**src/rtl/issue_queue_if.sv**
```systemverilog
// Fetch-to-decode handshake bundle for the dual-issue instruction queue.
// Fetch pushes up to two instructions per cycle; decode pops the issued lanes.
interface issue_queue_if #(
    parameter int DEPTH = 8
);
    logic                       flush;
    logic [1:0]                 in_valid;
    logic [1:0][31:0]           in_pc;
    logic [1:0][31:0]           in_instr;
    logic [1:0]                 in_jump;
    logic                       in_ready;
    logic [1:0]                 out_valid;
    logic [1:0][31:0]           out_pc;
    logic [1:0][31:0]           out_instr;
    logic                       out_slot;
    logic                       out_ready;
    logic [$clog2(DEPTH):0]     count;

    // Driver side: fetch/redirect/decode stimulus.
    modport master (
        output flush,
        output in_valid,
        output in_pc,
        output in_instr,
        output in_jump,
        output out_ready,
        input  in_ready,
        input  out_valid,
        input  out_pc,
        input  out_instr,
        input  out_slot,
        input  count
    );

    // Queue side.
    modport slave (
        input  flush,
        input  in_valid,
        input  in_pc,
        input  in_instr,
        input  in_jump,
        input  out_ready,
        output in_ready,
        output out_valid,
        output out_pc,
        output out_instr,
        output out_slot,
        output count
    );
endinterface

```
**src/rtl/issue_queue.sv**
```systemverilog
// Dual-issue instruction queue between fetch and decode, circular buffer.
// Ports: clk, reset (sync, active-high), bus (issue_queue_if.slave).
module issue_queue #(
    parameter int DEPTH = 8
) (
    input  logic          clk,
    input  logic          reset,
    issue_queue_if.slave  bus
);
    localparam int AW = $clog2(DEPTH);
    localparam int CW = AW + 1;

    logic [31:0]      pcMem    [DEPTH];
    logic [31:0]      instrMem [DEPTH];
    logic [DEPTH-1:0] jumpMem;

    logic [AW-1:0] head;
    logic [AW-1:0] tail;
    logic [AW-1:0] head1;
    logic [AW-1:0] wrAddr1;
    logic [CW-1:0] cnt;

    logic          inReady;
    logic          doPush;
    logic          doPop;
    logic [1:0]    pushN;
    logic [1:0]    popN;
    logic [1:0]    issueV;
    logic          slot;

    assign head1   = head + AW'(1);
    // Lane 1 lands at tail alone when lane 0 is empty.
    assign wrAddr1 = tail + AW'(bus.in_valid[0]);

    // Registered count only: a same-cycle pop never opens the input.
    assign inReady = (cnt <= CW'(DEPTH - 2));

    // Issue selection. A jump at head waits for its delay slot and then
    // goes out paired with it; a jump never issues in lane 1 except as
    // a delay slot, where it is treated as an ordinary instruction.
    always_comb begin
        issueV = 2'b00;
        slot   = 1'b0;
        if (cnt == '0) begin
            issueV = 2'b00;
        end else if (jumpMem[head]) begin
            if (cnt >= CW'(2)) begin
                issueV = 2'b11;
                slot   = 1'b1;
            end
        end else if (cnt >= CW'(2) && !jumpMem[head1]) begin
            issueV = 2'b11;
        end else begin
            issueV = 2'b01;
        end
    end

    assign doPush = inReady && !bus.flush;
    assign doPop  = bus.out_ready && !bus.flush;

    assign pushN = doPush
        ? ({1'b0, bus.in_valid[0]} + {1'b0, bus.in_valid[1]})
        : 2'd0;
    assign popN  = doPop
        ? ({1'b0, issueV[0]} + {1'b0, issueV[1]})
        : 2'd0;

    assign bus.in_ready     = inReady;
    assign bus.out_valid    = issueV;
    assign bus.out_slot     = slot;
    assign bus.count        = cnt;
    assign bus.out_pc[0]    = issueV[0] ? pcMem[head]     : 32'd0;
    assign bus.out_pc[1]    = issueV[1] ? pcMem[head1]    : 32'd0;
    assign bus.out_instr[0] = issueV[0] ? instrMem[head]  : 32'd0;
    assign bus.out_instr[1] = issueV[1] ? instrMem[head1] : 32'd0;

    // Entry storage carries no reset; contents are qualified by count.
    always_ff @(posedge clk) begin
        if (doPush) begin
            if (bus.in_valid[0]) begin
                pcMem[tail]    <= bus.in_pc[0];
                instrMem[tail] <= bus.in_instr[0];
                jumpMem[tail]  <= bus.in_jump[0];
            end
            if (bus.in_valid[1]) begin
                pcMem[wrAddr1]    <= bus.in_pc[1];
                instrMem[wrAddr1] <= bus.in_instr[1];
                jumpMem[wrAddr1]  <= bus.in_jump[1];
            end
        end
    end

    always_ff @(posedge clk) begin
        if (reset) begin
            head <= '0;
            tail <= '0;
            cnt  <= '0;
        end else if (bus.flush) begin
            head <= '0;
            tail <= '0;
            cnt  <= '0;
        end else begin
            head <= head + AW'(popN);
            tail <= tail + AW'(pushN);
            cnt  <= cnt + CW'(pushN) - CW'(popN);
        end
    end
endmodule

```
**src/flat_wrapper.sv**
```systemverilog
// flat-port wrapper written by rule: the top's interface ports become plain ports
module issue_queue_flat 
#(
    parameter int DEPTH = 8
)
  (clk, reset, bus_flush, bus_in_valid, bus_in_pc, bus_in_instr, bus_in_jump, bus_out_ready, bus_in_ready, bus_out_valid, bus_out_pc, bus_out_instr, bus_out_slot, bus_count);
  issue_queue_if #(.DEPTH(DEPTH)) bus_i ();
  input  logic clk;
  input  logic reset;
  input wire logic [$bits(bus_i.flush)-1:0] bus_flush;
  input wire logic [$bits(bus_i.in_valid)-1:0] bus_in_valid;
  input wire logic [$bits(bus_i.in_pc)-1:0] bus_in_pc;
  input wire logic [$bits(bus_i.in_instr)-1:0] bus_in_instr;
  input wire logic [$bits(bus_i.in_jump)-1:0] bus_in_jump;
  input wire logic [$bits(bus_i.out_ready)-1:0] bus_out_ready;
  output wire logic [$bits(bus_i.in_ready)-1:0] bus_in_ready;
  output wire logic [$bits(bus_i.out_valid)-1:0] bus_out_valid;
  output wire logic [$bits(bus_i.out_pc)-1:0] bus_out_pc;
  output wire logic [$bits(bus_i.out_instr)-1:0] bus_out_instr;
  output wire logic [$bits(bus_i.out_slot)-1:0] bus_out_slot;
  output wire logic [$bits(bus_i.count)-1:0] bus_count;
  assign bus_i.flush = bus_flush;
  assign bus_i.in_valid = bus_in_valid;
  assign bus_i.in_pc = bus_in_pc;
  assign bus_i.in_instr = bus_in_instr;
  assign bus_i.in_jump = bus_in_jump;
  assign bus_i.out_ready = bus_out_ready;
  assign bus_in_ready = bus_i.in_ready;
  assign bus_out_valid = bus_i.out_valid;
  assign bus_out_pc = bus_i.out_pc;
  assign bus_out_instr = bus_i.out_instr;
  assign bus_out_slot = bus_i.out_slot;
  assign bus_count = bus_i.count;
  issue_queue #(.DEPTH(DEPTH)) u_core (.clk(clk), .reset(reset), .bus(bus_i));
endmodule
```
**config.mk**
```make
export PLATFORM = sky130hd
export DESIGN_NAME = issue_queue_flat
export DESIGN_NICKNAME = d
export VERILOG_FILES = /design/src/rtl/issue_queue_if.sv /design/src/rtl/issue_queue.sv /design/src/flat_wrapper.sv
export SDC_FILE = /design/constraint.sdc
export NUM_CORES = 1
export LEC_CHECK = 0
export CAP_MARGIN = 20
export CORE_UTILIZATION = 40
export CTS_CLUSTER_DIAMETER = 150
export DETAILED_ROUTE_END_ITERATION = 10
export DONT_BUFFER_PORTS = 1
export GPL_TIMING_DRIVEN = 1
export SYNTH_ARGS = -nofsm -noshare
export SYNTH_HDL_FRONTEND = slang
export SYNTH_SLANG_ARGS = --single-unit
```
**constraint.sdc**
```tcl
create_clock -name clk -period 7.7 [get_ports clk]
set_clock_uncertainty 0.2 [all_clocks]
set_input_delay 1.155 -clock clk [delete_from_list [all_inputs] [get_ports clk]]
set_output_delay 1.155 -clock clk [all_outputs]
set_load 0.01 [all_outputs]
```
Yosys cells after proc, flatten, opt, wreduce, memory -nomap -nowiden
Memories as Yosys holds them, arrays and structs flattened. A register that Yosys moved wholly into a read port is not among the register bits. Cells that the tools add are included.

Flip-flop bits (word level): 18. Bits in latches: 0. RAM bits: 512. ROM bits: 0. Input bits: 136. Word-level logic and storage cells: 65. Memories: 2.

Add/sub/neg operators: 8. Multiply operators: 0. Div/mod/pow operators: 0. Magnitude comparators: 8. Equal/unequal tests: 0. Shift-type cells: 0. Muxes and demuxes: 34. Bitwise logic cells: 0. Reductions and logical operators: 9.

Memories: u_core.instrMem (words 8, width 32, read ports 2, clocked after Yosys merged registers in 1, wr ports 2, RTL line issue_queue.sv:14) `logic [31:0] instrMem [DEPTH];`; u_core.pcMem (words 8, width 32, read ports 2, clocked after Yosys merged registers in 1, wr ports 2, RTL line issue_queue.sv:13) `logic [31:0] pcMem [DEPTH];`.

Operator list (number): two-way mux 32 bit (4); two-way mux 8 bit (3); bitwise mux 8 bit (2); < comparator 3 x 4 -> 1 bit, second input constant (4); two-way mux 1 bit (13); two-way mux 2 bit (6); adder 3 x 2 -> 3 bit (2); binary-select mux 1 bit (select 3 bit) (2); demux 1 bit (select 3 bit) (2); greater-or-equal comparator 3 x 1 -> 1 bit, second input constant (2); two-way mux 3 bit (2); logical AND 1 bit (5); adder 1 x 1 -> 2 bit (2); adder 4 x 2 -> 4 bit (1); greater-or-equal comparator 4 x 2 -> 1 bit, second input constant (1); <= comparator 4 x 3 -> 1 bit, second input constant (1); zero test 4 bit (1); subtractor 4 x 2 -> 4 bit (1); adder 3 x 1 -> 3 bit (1); adder 3 x 1 -> 3 bit, second input constant (1); zero test 1 bit (2); OR reduction 2 bit (1).

Logic depth before layout (Yosys ltp)
Gate-level depths: netlist of the first run.

Word-level depth: 12. Mapped depth: 17. Mapped depth without buffers: 14.

Worst setup path after synthesis of the first run
No wires, ideal clock.

Path kind: input to register. From: in bus_flush. To: mem u_core.instrMem[1][0], enable pin. Arrival: 6.565 ns. Setup slack: 0.354 ns. Stages: 4. Path buffers: 1. Cell sequence: a311oi_4 -> buf_6 -> nand3_1 -> o31ai_1.

RTL lines: start: declaration (RTL line flat_wrapper.sv:10) `input wire logic [$bits(bus_i.flush)-1:0] bus_flush;`; end: declaration (RTL line issue_queue.sv:14).

Worst setup path in the final report of the first run
From: reg u_core.head[0]. To: out bus_out_instr[31].

Word-level cells in the longest chain between the ends: 5.

Ends and longest elaborated chain: start: declaration (RTL line issue_queue.sv:17) `logic [AW-1:0] head;`; start signal: assignment (RTL line issue_queue.sv:103) `head <= head + AW'(popN);`; binary-select mux 1 bit (select 3 bit) (RTL line issue_queue.sv:46) `end else if (jumpMem[head]) begin`; two-way mux 1 bit (not written as such) (RTL line issue_queue.sv:46); two-way mux 2 bit (RTL line issue_queue.sv:46); two-way mux 2 bit (RTL line issue_queue.sv:44) `if (cnt == '0) begin`; two-way mux 32 bit (RTL line issue_queue.sv:74) `assign bus.out_instr[0] = issueV[0] ? instrMem[head] : 32'd0;`; end: declaration (RTL line flat_wrapper.sv:19) `output wire logic [$bits(bus_i.out_instr)-1:0] bus_out_instr;`.

Every way passes these cells. The select of a mux whose other input is x is not followed.

==> metrics, run 1 <==
result of the run complete, no violations; post-CTS clock slew at the launch and capture registers of the worst setup and hold paths about 60 ps; Setup WS post-layout 2130 ps; compound-gate portion of the synthesized area 0.00390; power per cell area roughly 240 nW/um^2; post-DR vias/cell between 6 and 7; headroom to the max-slew limit 0.272; EDFF count, synth 520; max-cap violation count 0; max-slew violation count 0; total negative setup slack 0 ps; highest net fanout along the worst path 58; number of top-level pins between 200 and 300; most common cell after layout, fill and taps aside mux2_2; unrepaired setup endpoints after global routing no; fraction of final layout cells sized beyond drive strength 1 0.504; buffers added on ports 0; layout net count between 1500 and 2000; number of DRC markers in iteration 0 about 1200; Post-CTS Setup Repair Bufs 0; clock latency of the later-clocked register in the worst-skew pair approximately 630 ps; antenna violations before repair 1; commonest register cell after synthesis edfxtp_1; Synth Area in Adders 0.00780; area share of and/or/nand/nor cells after synthesis 0.0256; number of placement rows 101; Worst Path Class, Setup reg2out; net count after synthesis between 1500 and 2000; overall die width 281 um; share of synthesized area spent on multiplexers 0.422; Worst Setup Start Kind flip-flop; final routed wire length divided by cell count between 30 and 40 um; hold-fix buffer count after cts 0; min Tclk post-route around 5600 ps; maximum vdd drop 0.000209 V; cell area after synthesis slightly above 30000 um^2; post-detailed-route count of antenna-violating nets 0; largest family of logic cells by synthesized area multiplexers; count of final setup violators 0; Initial Utilization 0.407; clock tree from TritonCTS yes; placeable core area around 76000 um^2; fraction of the yosys area taken by sequential cells 0.508; number of failing hold endpoints at the final stage 0; pre-CTS WS between 2000 and 2500 ps; commonest cells after routing, fill and taps aside 521 x mux2_2, 520 x edfxtp_1, 260 x mux4_2; overall die height 281 um; largest net degree at the start of global routing 67; number of register bits inferred by synthesis 530; Achievable Freq 180 MHz; GRT Residual Overflow 0; slew at the pin with the worst max-slew slack approximately 1100 ps; clock sink total 530; clock tree buffer depth 3; number of gates given a new drive strength after cts 0; global-route wire length before repair about 130000 um; wire length reported by the detailed router about 90000 um; Min-Delay Path Class reg2reg; Data arrival, critical path between 4000 and 5000 ps; Required @ worst endpoint 6340 ps; final weighted congestion in routability-driven placement around 0.77; synthesized instance count roughly 1800; number of optimization iterations in the first detailed-route pass 5; CP endpoint kind primary output; cts bufs inserted 61; worst slack on hold paths 503 ps; area added between synthesis and finish 9.05%; Post-DP HPWL roughly 51000 um; CTS H-tree lvls 2; post-route clock period utilization 0.723; share of the synthesized netlist area taken by xor and xnor gates 0.00193; total via count in the routed design 17373; share of synthesized registers carrying an async set or reset 0; area enclosed by the die boundary about 79000 um^2; antenna cells 0; mean instance size in the synthesized netlist around 17 um^2; count of fill cells added during filler insertion about 6700; warnings from Yosys 0; vias in the first global route 18561; Static Leak roughly 10 nW; number of remaining DRC errors 0; count of different cell masters after synthesis 44; clock root buffer clkbuf_16; total global routing track utilization 0.226
flip-flops by register name (all words and copies together) (netlist names):
| register | cells |
|---|---|
| u_core.instrMem | 256 |
| u_core.pcMem | 256 |
| u_core.jumpMem | 8 |
| u_core.bus.count | 4 |
| u_core.head | 3 |
| u_core.tail | 3 |
routing by layer:
metal  global-route usage  routed length (um)  vias to the layer above
met5                    0                  13                        -
met4               0.0551                1890                        2
met3               0.0554                6430                      114
met2                0.400               45900                      554
met1                0.274               35200                     9284
li1                     -                   -                     7419
synthesized netlist by cell type, drive strengths merged (7+ instances only):
library cell  number  share of area
mux2             528           0.19
buf              130          0.027
dfxtp             10         0.0064
mux4             260           0.19
mux2i            135          0.043
ha                13         0.0052
clkbuf            17         0.0020
edfxtp           520           0.50
nand2              9         0.0012
o21ai              7         0.0011
nand3              7         0.0016
inv               12         0.0014
nor2             142          0.017
and2               7         0.0014
area by class of cell:
type                       count  area [um^2]  area share
clock buffer                  73         1590      0.0469
clock inverter                33          304     0.00895
inverter                      12         45.0     0.00133
multi-input combinational   1146        14600       0.429
sequential                   530        15800       0.466
tap                         1030         1290      0.0380
timing repair buffer          43          343      0.0101
where the power goes:
group	internal [W]	switching (W)	leakage [nW]
sequential	0.00333	0.000108	4.80
combinational	0.000802	0.00117	4.54
clock	0.00163	0.00119	0.919
total	0.00576	0.00247	10.3
worst max-delay path: stages (launching register included):
cell and delay (ps):
dfxtp_4 920, buf_4 700, buf_4 850, mux4_2 600, mux2i_1 340, nor2_1 140
path summary, 6_finish.rpt:
kind,start,to,slack (ps),cells past startpoint
worst min-delay path,u_core.tail[0],u_core.tail[0],500,2
worst max-delay path,u_core.head[0],bus_out_instr[31],2130,5
worst min register to register,u_core.tail[0],u_core.tail[0],500,2
worst max register to register,u_core.head[0],u_core.bus.count[3],3020,14
logic make-up after synthesis:
group | after synthesis
simple gates | 183
xor+xnor | 6
compound gates | 17
fa+ha+maj | 17
flops | 530
buf+inv | 159
mux | 923
through the flow:
step                      utilization  cells  total power (W)  cell area [um^2]
after floorplan                     -   1835          0.00502             31100
after global placement          0.419   2760          0.00547             32000
after detailed placement        0.419   2760          0.00550             32000
after CTS                       0.444   2866          0.00832             33900
after global routing            0.444   2867          0.00854             34000
final                           0.444   2867          0.00822             34000
No activity file was read; power rests on OpenSTA's default activity.
==> inputs of run 2 (changes only) <==
clock period = 5.5 ns   (was 7.7 ns; I/O delays follow)
==> run 2 against run 1 <==
Count of clock-buffer cells in the layout up 3. Via count up 0.74%. Combinational power up 48%. First-iteration DRC count up 7.0%. Wire length up 2.1%. Final cell count up 0.52%. Sequential share of layout area down 0.14 points. Sequential cell count unchanged. Hold slack worse by 320 ps. Clock power up 38%. Setup slack worse by 1500 ps.
==> metrics, run 2 (synthesis gave the netlist of run 1 again) <==
count of fill cells added during filler insertion 6744 (+0.75%); clock root buffer clkbuf_16; final routed wire length divided by cell count 31.7 um (+1.6%); pre-CTS WS 1230 ps (-1140 ps); global-route wire length before repair 130000 um (+2.1%); antenna violations before repair 1 (unchanged); area added between synthesis and finish 9.39%; post-detailed-route count of antenna-violating nets 0 (unchanged); wire length reported by the detailed router 91300 um (+2.1%); Worst Setup Start Kind flip-flop; largest net degree at the start of global routing 65 (-3.0%); Initial Utilization 0.407 (unchanged); number of placement rows 101 (unchanged); area used by sequential logic in the layout 15800 um^2 (unchanged); vias in the first global route 18626 (+0.35%); area of combinational cells with multiple inputs 14500 um^2 (about the same); count of final setup violators 0 (unchanged); Setup WS post-layout 655 ps (-1480 ps); clock tree from TritonCTS yes; layout net count 1955 (+0.41%); GRT Residual Overflow 0 (unchanged); max-cap violation count 0 (unchanged); max-slew violation count 0 (unchanged); clock latency of the later-clocked register in the worst-skew pair 630 ps (about the same); post-route clock period utilization 0.881; final weighted congestion in routability-driven placement 0.773 (+0.99%); most common cell after layout, fill and taps aside mux2_2; unrepaired setup endpoints after global routing no; overall die width 281 um (unchanged); post-CTS clock slew at the launch and capture registers of the worst setup and hold paths 60 ps (about the same); clock tree buffer depth 3 (unchanged); peak per-stage delay on the critical path 880 ps (-40 ps); Post-DP HPWL 51400 um (+0.23%); number of top-level pins 272 (unchanged); cell-by-cell listing of the critical path buf_4, buf_4, mux4_2, mux2i_1, nor2_1; Worst Path Class, Setup reg2out; hold-fix buffer count after cts 0 (unchanged); total via count in the routed design 17502 (+0.74%); headroom to the max-slew limit 0.285 (+0.0131); min Tclk post-route slightly below 5000 ps; Regs by FF count u_core.instrMem (256), u_core.pcMem (256), u_core.jumpMem (8); Data arrival, critical path 3820 ps (-390 ps); CTS H-tree lvls 2 (unchanged); highest net fanout along the worst path 60 (+3.4%); area enclosed by the die boundary 79000 um^2 (unchanged); number of failing hold endpoints at the final stage 0 (unchanged); number of optimization iterations in the first detailed-route pass 5 (unchanged); number of DRC markers in iteration 0 1252 (+7.0%); clock sink total 530 (unchanged); buffers added on ports 0 (unchanged); CP endpoint kind primary output; Achievable Freq 206 MHz; power per cell area 341 nW/um^2 (+41%); Required @ worst endpoint 4470 ps (-1870 ps); worst slack on hold paths 187 ps (-316 ps); result of the run complete, no violations; cell seen most often among critical-path stages buf_4; Post-CTS Setup Repair Bufs 0 (unchanged); fraction of final layout cells sized beyond drive strength 1 0.505 (+0.000782); maximum vdd drop 0.000286 V (+37%); commonest cells after routing, fill and taps aside 521 x mux2_2, 520 x edfxtp_1, 260 x mux4_2; post-DR vias/cell 6.07 (+0.22%); Static Leak 10.3 nW (+0.51%); number of gates given a new drive strength after cts 0 (unchanged); slew at the pin with the worst max-slew slack 1070 ps (-15.5 ps); placeable core area 76500 um^2 (unchanged); CP max stage cell buf_4; number of remaining DRC errors 0 (unchanged); Min-Delay Path Class in2reg; overall die height 281 um (unchanged); largest delay contributor family on the critical path buffers and inverters; Crit path buffers/inverters 2 (unchanged); cts bufs inserted 61 (unchanged); total global routing track utilization 0.230 (+0.00383)
## run 2: area by class of cell
| cell class | instances | share of cell area |
|---|---|---|
| tap | 1030 | 0.0378 |
| sequential | 530 | 0.465 |
| clock buffer | 76 | 0.0465 |
| clock inverter | 35 | 0.00845 |
| inverter | 12 | 0.00132 |
| timing repair buffer | 51 | 0.0140 |
| multi-input combinational | 1146 | 0.427 |
| antenna | 2 | 0.000147 |
## run 2: path summary, 6_finish.rpt
kind / end / cells after the start / startpoint / slack, ps
min reg2reg: u_core.tail[0] / 2 / u_core.tail[0] / 510
min: u_core.instrMem[4][27] / 1 / bus_in_instr[59] / 190
max: bus_out_instr[48] / 5 / u_core.head[0] / 650
max reg2reg: u_core.bus.count[3] / 13 / u_core.head[1] / 1450
## run 2: per-layer routing
metal / part of all wire / vias to the layer above / global-route usage
met5: 0 / - / 0
met4: 0.023 / 0 / 0.0601
li1: - / 7438 / -
met3: 0.078 / 124 / 0.0581
met2: 0.50 / 549 / 0.397
met1: 0.40 / 9391 / 0.284
## run 2: stage by stage
stage	TNS [ps]	cells	total power [W]	util	area, um^2
after floorplan	-249750	1835	0.00702	-	31100
after global placement	0	2768	0.00774	0.421	32200
after detailed placement	0	2768	0.00779	0.421	32200
after CTS	0	2879	0.0117	0.445	34000
after global routing	0	2882	0.0120	0.445	34100
final	0	2882	0.0116	0.445	34100
## run 2: power breakdown
part / switching (W) / total [W] / internal [W]
Combinational: 0.00177 / 0.00293 / 0.00116
Sequential: 0.000123 / 0.00478 / 0.00466
Clock: 0.00167 / 0.00388 / 0.00221
Total: 0.00357 / 0.0116 / 0.00803
